### src/rtl/full_adder_unit.sv
// Registered ripple-carry full adder: {c, s} = in1 + in2 + cin, captured one clock
// after a valid input, with a two's-complement overflow flag for the same addition.
module full_adder_unit #(
  parameter int WIDTH = 1
) (
  input  logic             clk,
  input  logic             rst_n,
  input  logic             in_valid,
  input  logic [WIDTH-1:0] in1,
  input  logic [WIDTH-1:0] in2,
  input  logic             cin,
  output logic [WIDTH-1:0] s,
  output logic             c,
  output logic             ovf,
  output logic             out_valid
);

  logic [WIDTH:0]   k;
  logic [WIDTH-1:0] s_next;
  logic             c_next;
  logic             ovf_next;

  assign k[0] = cin;

  // One classic full-adder cell per bit; k[i] is the carry into bit i.
  for (genvar i = 0; i < WIDTH; i++) begin : g_cell
    assign s_next[i] = in1[i] ^ in2[i] ^ k[i];
    assign k[i+1]    = (in1[i] & in2[i]) | (k[i] & (in1[i] ^ in2[i]));
  end

  assign c_next   = k[WIDTH];
  assign ovf_next = k[WIDTH] ^ k[WIDTH-1];

  // Result registers only load on a valid input, so junk on idle cycles never reaches them.
  always_ff @(posedge clk or negedge rst_n) begin
    if (!rst_n) begin
      s         <= '0;
      c         <= 1'b0;
      ovf       <= 1'b0;
      out_valid <= 1'b0;
    end else begin
      out_valid <= in_valid;
      if (in_valid) begin
        s   <= s_next;
        c   <= c_next;
        ovf <= ovf_next;
      end
    end
  end

endmodule

### config.mk
export PLATFORM = sky130hd
export DESIGN_NAME = full_adder_unit
export DESIGN_NICKNAME = d
export VERILOG_FILES = /design/src/rtl/full_adder_unit.sv
export SDC_FILE = /design/constraint.sdc
export NUM_CORES = 1
export LEC_CHECK = 0
export ABC_AREA = 1
export BUFFER_PORTS_ARGS = -buffer_cell sky130_fd_sc_hd__buf_2
export CORE_AREA = 2 2 39 41
export CTS_BUF_LIST = sky130_fd_sc_hd__clkbuf_8
export CTS_CLUSTER_DIAMETER = 120
export DETAILED_ROUTE_END_ITERATION = 10
export DIE_AREA = 0 0 41 43
export SLEW_MARGIN = 5
export SYNTH_ARGS = -nofsm -noshare
export SYNTH_HDL_FRONTEND = slang
export SYNTH_SLANG_ARGS = --single-unit
### constraint.sdc
create_clock -name clk -period 1.95 [get_ports clk]
set_clock_uncertainty 0.05 [all_clocks]
set_input_delay 0.195 -clock clk [delete_from_list [all_inputs] [get_ports clk]]
set_output_delay 0.195 -clock clk [all_outputs]
set_load 0.01 [all_outputs]
==> results of run 1 <==
[power by group through the flow]
stage | clock (mW) | combinational (mW) | sequential, mW
CTS | 0.174 | 0.0400 | 0.0969
global route | 0.178 | 0.0447 | 0.0973
detailed placement | 0 | 0.0384 | 0.0977
floorplan | 0 | 0.0138 | 0.102
finish | 0.170 | 0.0391 | 0.0966
global placement | 0 | 0.0375 | 0.0975
[routing by layer]
metal | share of wire | up-vias | global-route usage
met5 | 0 | - | 0
met4 | 0.060 | 0 | 0.100
met3 | 0.14 | 2 | 0.0157
met2 | 0.31 | 11 | 0.0469
li1 | - | 79 | -
met1 | 0.49 | 66 | 0.0519
[flip-flops by register name, indices dropped and copies added, names as in the netlist]
name and cells:
c 1, ovf 1, out_valid 1, s 1
[area by class of cell]
class | count | area, um^2
tap | 16 | 20.0
fill | 163 | 1090
clock buffer | 3 | 41.3
inverter | 3 | 11.3
multi-input combinational | 11 | 63.8
timing repair buffer | 10 | 55.1
sequential | 4 | 100
[final timing paths]
check	end	depth (start not counted)
worst min-delay path	out_valid	1
max in group asynchronous	c	2
worst min register to register	s	2
min in group asynchronous	out_valid	2
worst max register to register	c	2
worst max-delay path	c	1
[through the flow]
stage / total power, mW / utilization / hold WS (ps) / area (um^2) / setup slack [ps]
after detailed placement: 0.136 / 0.174 / -46.3 / 240 / 767
final: 0.306 / 0.211 / 83.9 / 292 / 982
after global routing: 0.320 / 0.211 / 86.7 / 292 / 920
after floorplan: 0.116 / - / -151 / 175 / 938
after global placement: 0.135 / 0.174 / -50.1 / 240 / 772
after CTS: 0.311 / 0.211 / 80.4 / 292 / 973
[logic make-up after synthesis]
family | share of synthesized area
and+or+nand+nor | 0.200
DFF | 0.571
buffers and inverters | 0.0643
AOI/OAI and AO/OA | 0.0500
adders and majority gates | 0.114
[placed cells by master (no fill, tap or decap)]
master,instances
buf_2,9
clkbuf_8,3
inv_1,3
o21ai_2,1
dfrtp_1,4
dlygate4sd3_1,1
fa_1,1
nand3_1,1
nand2_1,8
[cells in the mapped netlist]
master	n
dfrtp_1	4
fa_1	1
inv_1	3
nand2_1	8
nand3_1	1
o21ai_2	1
==> flow_summary.ini, run 1 <==
[die]
initial_core_util = 0.127
die-area_mm2 = 0.00176
row_count = 14
core_mm2 = 0.00138
die_w_um = 41
die_h_um = 43
num_io_pins = 10

[status]
status = completed

[timing]
fin_crit_ps = 968
hold_violations = 0
finalCritPeriodShare = 0.496
grt_setup_unrepaired = false
relSlewSlack = 0.917
fmax_mhz = 1030
tightest_slew_ps = 125
slew_violations = 0
finalSetupTns_ps = 0
setup_viol_count_final = 0

[place]
gp_congestion = 0.569
port_buffers = 9
hpwlAfterDp_um = 289
dp_cells = 43

[route]
viasPerCell = 3.36
wirelength_um = 349
drt-pass1-iter-count = 2
drc_errors = 0
vias = 158
drt_first_iter_violations = 1
wl_per_cell_um = 7.43
postRouteAntennaNets = 0

[global_routing]
grt_pass1_wl_um = 496
grt_max_degree = 5
antenna_found_initial = 0
grt-ovfl-total = 0
grt_pass1_vias = 152
grt_usage = 0.0493

[synth]
synthesis.area_um2 = 175
ys_types = 6
avgSynthCellArea_um2 = 9.73
syn_inst = 18
synthesis.nets = 25
yosysWarnings = 0
yosysSeqAreaShare = 0.571
synth_area_leaders = dfrtp_1 57%, nand2_1 17%, fa_1 11%, inv_1 6.4%, o21ai_2 5.0%
synth_top_area_frac = 0.571
ys_ff_latch = 4
yosys.area.top_type = dfrtp_1

[cells_and_area]
drive_gt1_frac = 0.419
area_growth_pct = 66.4
nets = 40
stdcell_count = 47
antennaDiodeCount = 0

[clocking]
post_cts_buffers = 0
cts_tree = done
clk_pin_slew_worst_paths_ps = 30
cts.sinks = 4
hold_buffers = 1
htree_num_levels = 1
cts_buffers = 3
cts_buffer_depth = 2
cts.root.buffer_cell = clkbuf_8
worstSkewPairLatency_ps = 210
cts_resized = 0

[power_and_ir_drop]
switching_share = 0.210
net-switching-power_mw = 0.0642
ir_worst_vdd_uv = 160
leakage_nw = 0.160
clockPowerShare = 0.556
p_per_area_mw_per_mm2 = 1050
p_int_mw = 0.242
combPwrFrac = 0.128
power_frac_seq = 0.316

[critical_path]
path_buf_inv = 1
cp_max_fo = 2
critPathTopFamily = flip-flops
timing.reg2reg.setup_slack_ps = 1290
setup.worst_path.end_class = output port
startpoint_type = register
path_cells = buf_2
arrival_ps = 720
reg2reg_from = c
crit_required_ps = 1700
startpoint = c
worstSetupPathType = reg2out
cp_slowest_stage_delay_ps = 370
crit_slowest_cell = dfrtp_1

[worst_hold_path]
worstHoldStart = in_valid
hold_path_class = in2reg

[job]
max_cap_viol_count = 0
No activity file was read; power rests on OpenSTA's default activity.
==> inputs of run 2 (changes only) <==
--- a/config.mk
+++ b/config.mk
@@ -5,7 +5,7 @@
 export SDC_FILE = /design/constraint.sdc
 export NUM_CORES = 1
 export LEC_CHECK = 0
-export ABC_AREA = 1
+export ABC_AREA = 0
 export BUFFER_PORTS_ARGS = -buffer_cell sky130_fd_sc_hd__buf_2
 export CORE_AREA = 2 2 39 41
 export CTS_BUF_LIST = sky130_fd_sc_hd__clkbuf_8
==> constraint.sdc (replaced) <==
create_clock -name clk -period 0.8 [get_ports clk]
set_clock_uncertainty 0.05 [all_clocks]
set_input_delay 0.08 -clock clk [delete_from_list [all_inputs] [get_ports clk]]
set_output_delay 0.08 -clock clk [all_outputs]
set_load 0.01 [all_outputs]
==> run 2 against run 1 <==
Critical path type unchanged; the flow now finishes with violations (setup timing); die area unchanged; setup slack worse by 1000 ps; synthesized cell count down 44%.
==> flow_summary.ini, run 2 <==
[global_routing]
grt-ovfl-total = 0
antenna_found_initial = 0
grt_usage = 0.0575
grt_pass1_vias = 134
grt_pass1_wl_um = 558
grt_max_degree = 6

[cells_and_area]
nets = 32
area_growth_pct = 90.6
antennaDiodeCount = 0
mostFrequentLayoutCell = buf_2
utilization = 0.221
stdcell_count = 39
drive_gt1_frac = 0.652
final_cell_mix = 6 x buf_2, 4 x dfrtp_1, 3 x clkbuf_8, 3 x buf_6, 2 x mux2_4

[critical_path]
critPathTopFamily = flip-flops
timing.reg2reg.setup_slack_ps = 0
crit_required_ps = 670
cp_slowest_stage_delay_ps = 370
worstSetupPathType = reg2out
startpoint_type = register
cp_max_fo = 2
setup.worst_path.end_class = output port
arrival_ps = 730
path_buf_inv = 1
crit_slowest_cell = dfrtp_1
path_cells = buf_2

[clocking]
cts.sinks = 4
cts_buffers = 3
post_cts_buffers = 0
cts_buffer_depth = 2
clk_pin_slew_worst_paths_ps = 30
worstSkewPairLatency_ps = 210
htree_num_levels = 1
cts_tree = done
cts.root.buffer_cell = clkbuf_8

[route]
vias = 131
wl_per_cell_um = 9.28
drt_first_iter_violations = 0
wirelength_um = 362
drt-pass1-iter-count = 1
viasPerCell = 3.36
drc_errors = 0
postRouteAntennaNets = 0

[power_and_ir_drop]
leakage_nw = 0.142
p_per_area_mw_per_mm2 = 2590
power_mw = 0.791
ir_worst_vdd_uv = 514

[die]
initial_core_util = 0.116
num_io_pins = 10
die-area_mm2 = 0.00176
row_count = 14
die_h_um = 43
die_w_um = 41
core_mm2 = 0.00138

[timing]
tightest_slew_ps = 117
grt_setup_unrepaired = true
finalSetupTns_ps = -206
setup_ws_ps = -57.5
slew_violations = 0
setup_viol_count_final = 5
relSlewSlack = 0.921
fmax_mhz = 1170
hold_violations = 0
finalCritPeriodShare = 1.07
fin_crit_ps = 858

[synth]
synth_area_leaders = dfrtp_1 63%, mux2_2 14%, fa_1 13%, xnor2_1 5.5%, a21oi_1 3.1%
synthesis.area_um2 = 160
yosys.area.top_type = dfrtp_1
yosysWarnings = 0
async_flop_share = 1.00
ys_types = 6
netlist_top_cells_count = 4 x dfrtp_1, 2 x mux2_2
ys.flop_type = dfrtp_1
synth_most_common_cell = dfrtp_1
synthesis.nets = 17
ys_ff_latch = 4
synth_top_area_frac = 0.625
synth-edff-count = 0
avgSynthCellArea_um2 = 16.0
yosysSeqAreaShare = 0.625
syn_inst = 10

[place]
gp_congestion = 0.577
dp_cells = 35
port_buffers = 9
place_ws_ps = -272

[status]
status = complete, but fails checks
failed_checks = setup timing

[job]
max_cap_viol_count = 0

[worst_hold_path]
hold_path_class = in2reg
## run 2: cell types whose count changed after synthesis
cell,before,now
mux2_2,0,2
nand3_1,1,0
a21oi_1,0,1
nand2_1,8,0
nor2_1,0,1
o21ai_2,1,0
inv_1,3,0
xnor2_1,0,1
## run 2: logic make-up (layout without fill, tap and decap cells)
| family | count (synthesis) | count (layout) | share of synthesized area |
|---|---|---|---|
| AOI/OAI and AO/OA | 1 | 1 | 0.0312 |
| muxes | 2 | 2 | 0.141 |
| adders and majority gates | 1 | 1 | 0.125 |
| xor gates and xnor gates | 1 | 1 | 0.0547 |
| and+or+nand+nor | 1 | 1 | 0.0234 |
| DFF | 4 | 4 | 0.625 |
| buffers and inverters | 0 | 13 | 0 |
## run 2: final timing paths
kind,from,end,cells past startpoint
max,ovf,ovf,1
min,in_valid,out_valid,1
max reg2reg,s,s,1
min reg2reg,c,c,1
max in group asynchronous,rst_n,c,2
min in group asynchronous,rst_n,s,2
## run 2: through the flow
step | hold WS [ps] | instance area [um^2]
floorplan | -266 | 166
detailed placement | -160 | 231
CTS | 8.13 | 293
global route | 22.4 | 305
global placement | -162 | 231
finish | 10.9 | 305
## run 2: metal layers
layer / GRT usage / routed length (um) / vias up / share of wire
met5: 0 / 0 / - / 0
met1: 0.0619 / 162 / 55 / 0.45
met2: 0.0531 / 110 / 12 / 0.30
met4: 0.0800 / 22 / 0 / 0.061
li1: - / - / 60 / -
met3: 0.0471 / 66 / 4 / 0.18
## run 2: final cells by class
| class | count | area (um^2) |
|---|---|---|
| clock buffers | 3 | 41.3 |
| fillers | 158 | 1080 |
| multi-input cells | 6 | 70.1 |
| flip-flops and latches | 4 | 100 |
| well taps | 16 | 20.0 |
| repair buffers | 10 | 73.8 |
## run 2: repair_timing
item | in CTS | in global routing
hold buffers | 1 | 0
endpoints found under the hold margin | 4 | 0
setup endpoints to repair | 6 | 6
gates resized for setup | 2 | 2
cloned | 0 | 0
pin swaps | 1 | 1
## run 2: power breakdown
part / internal (mW) / switching, mW / leakage, nW
Combinational: 0.0734 / 0.0493 / 0.0738
Sequential: 0.230 / 0.0133 / 0.0462
Clock: 0.321 / 0.104 / 0.0216
Total: 0.624 / 0.167 / 0.142
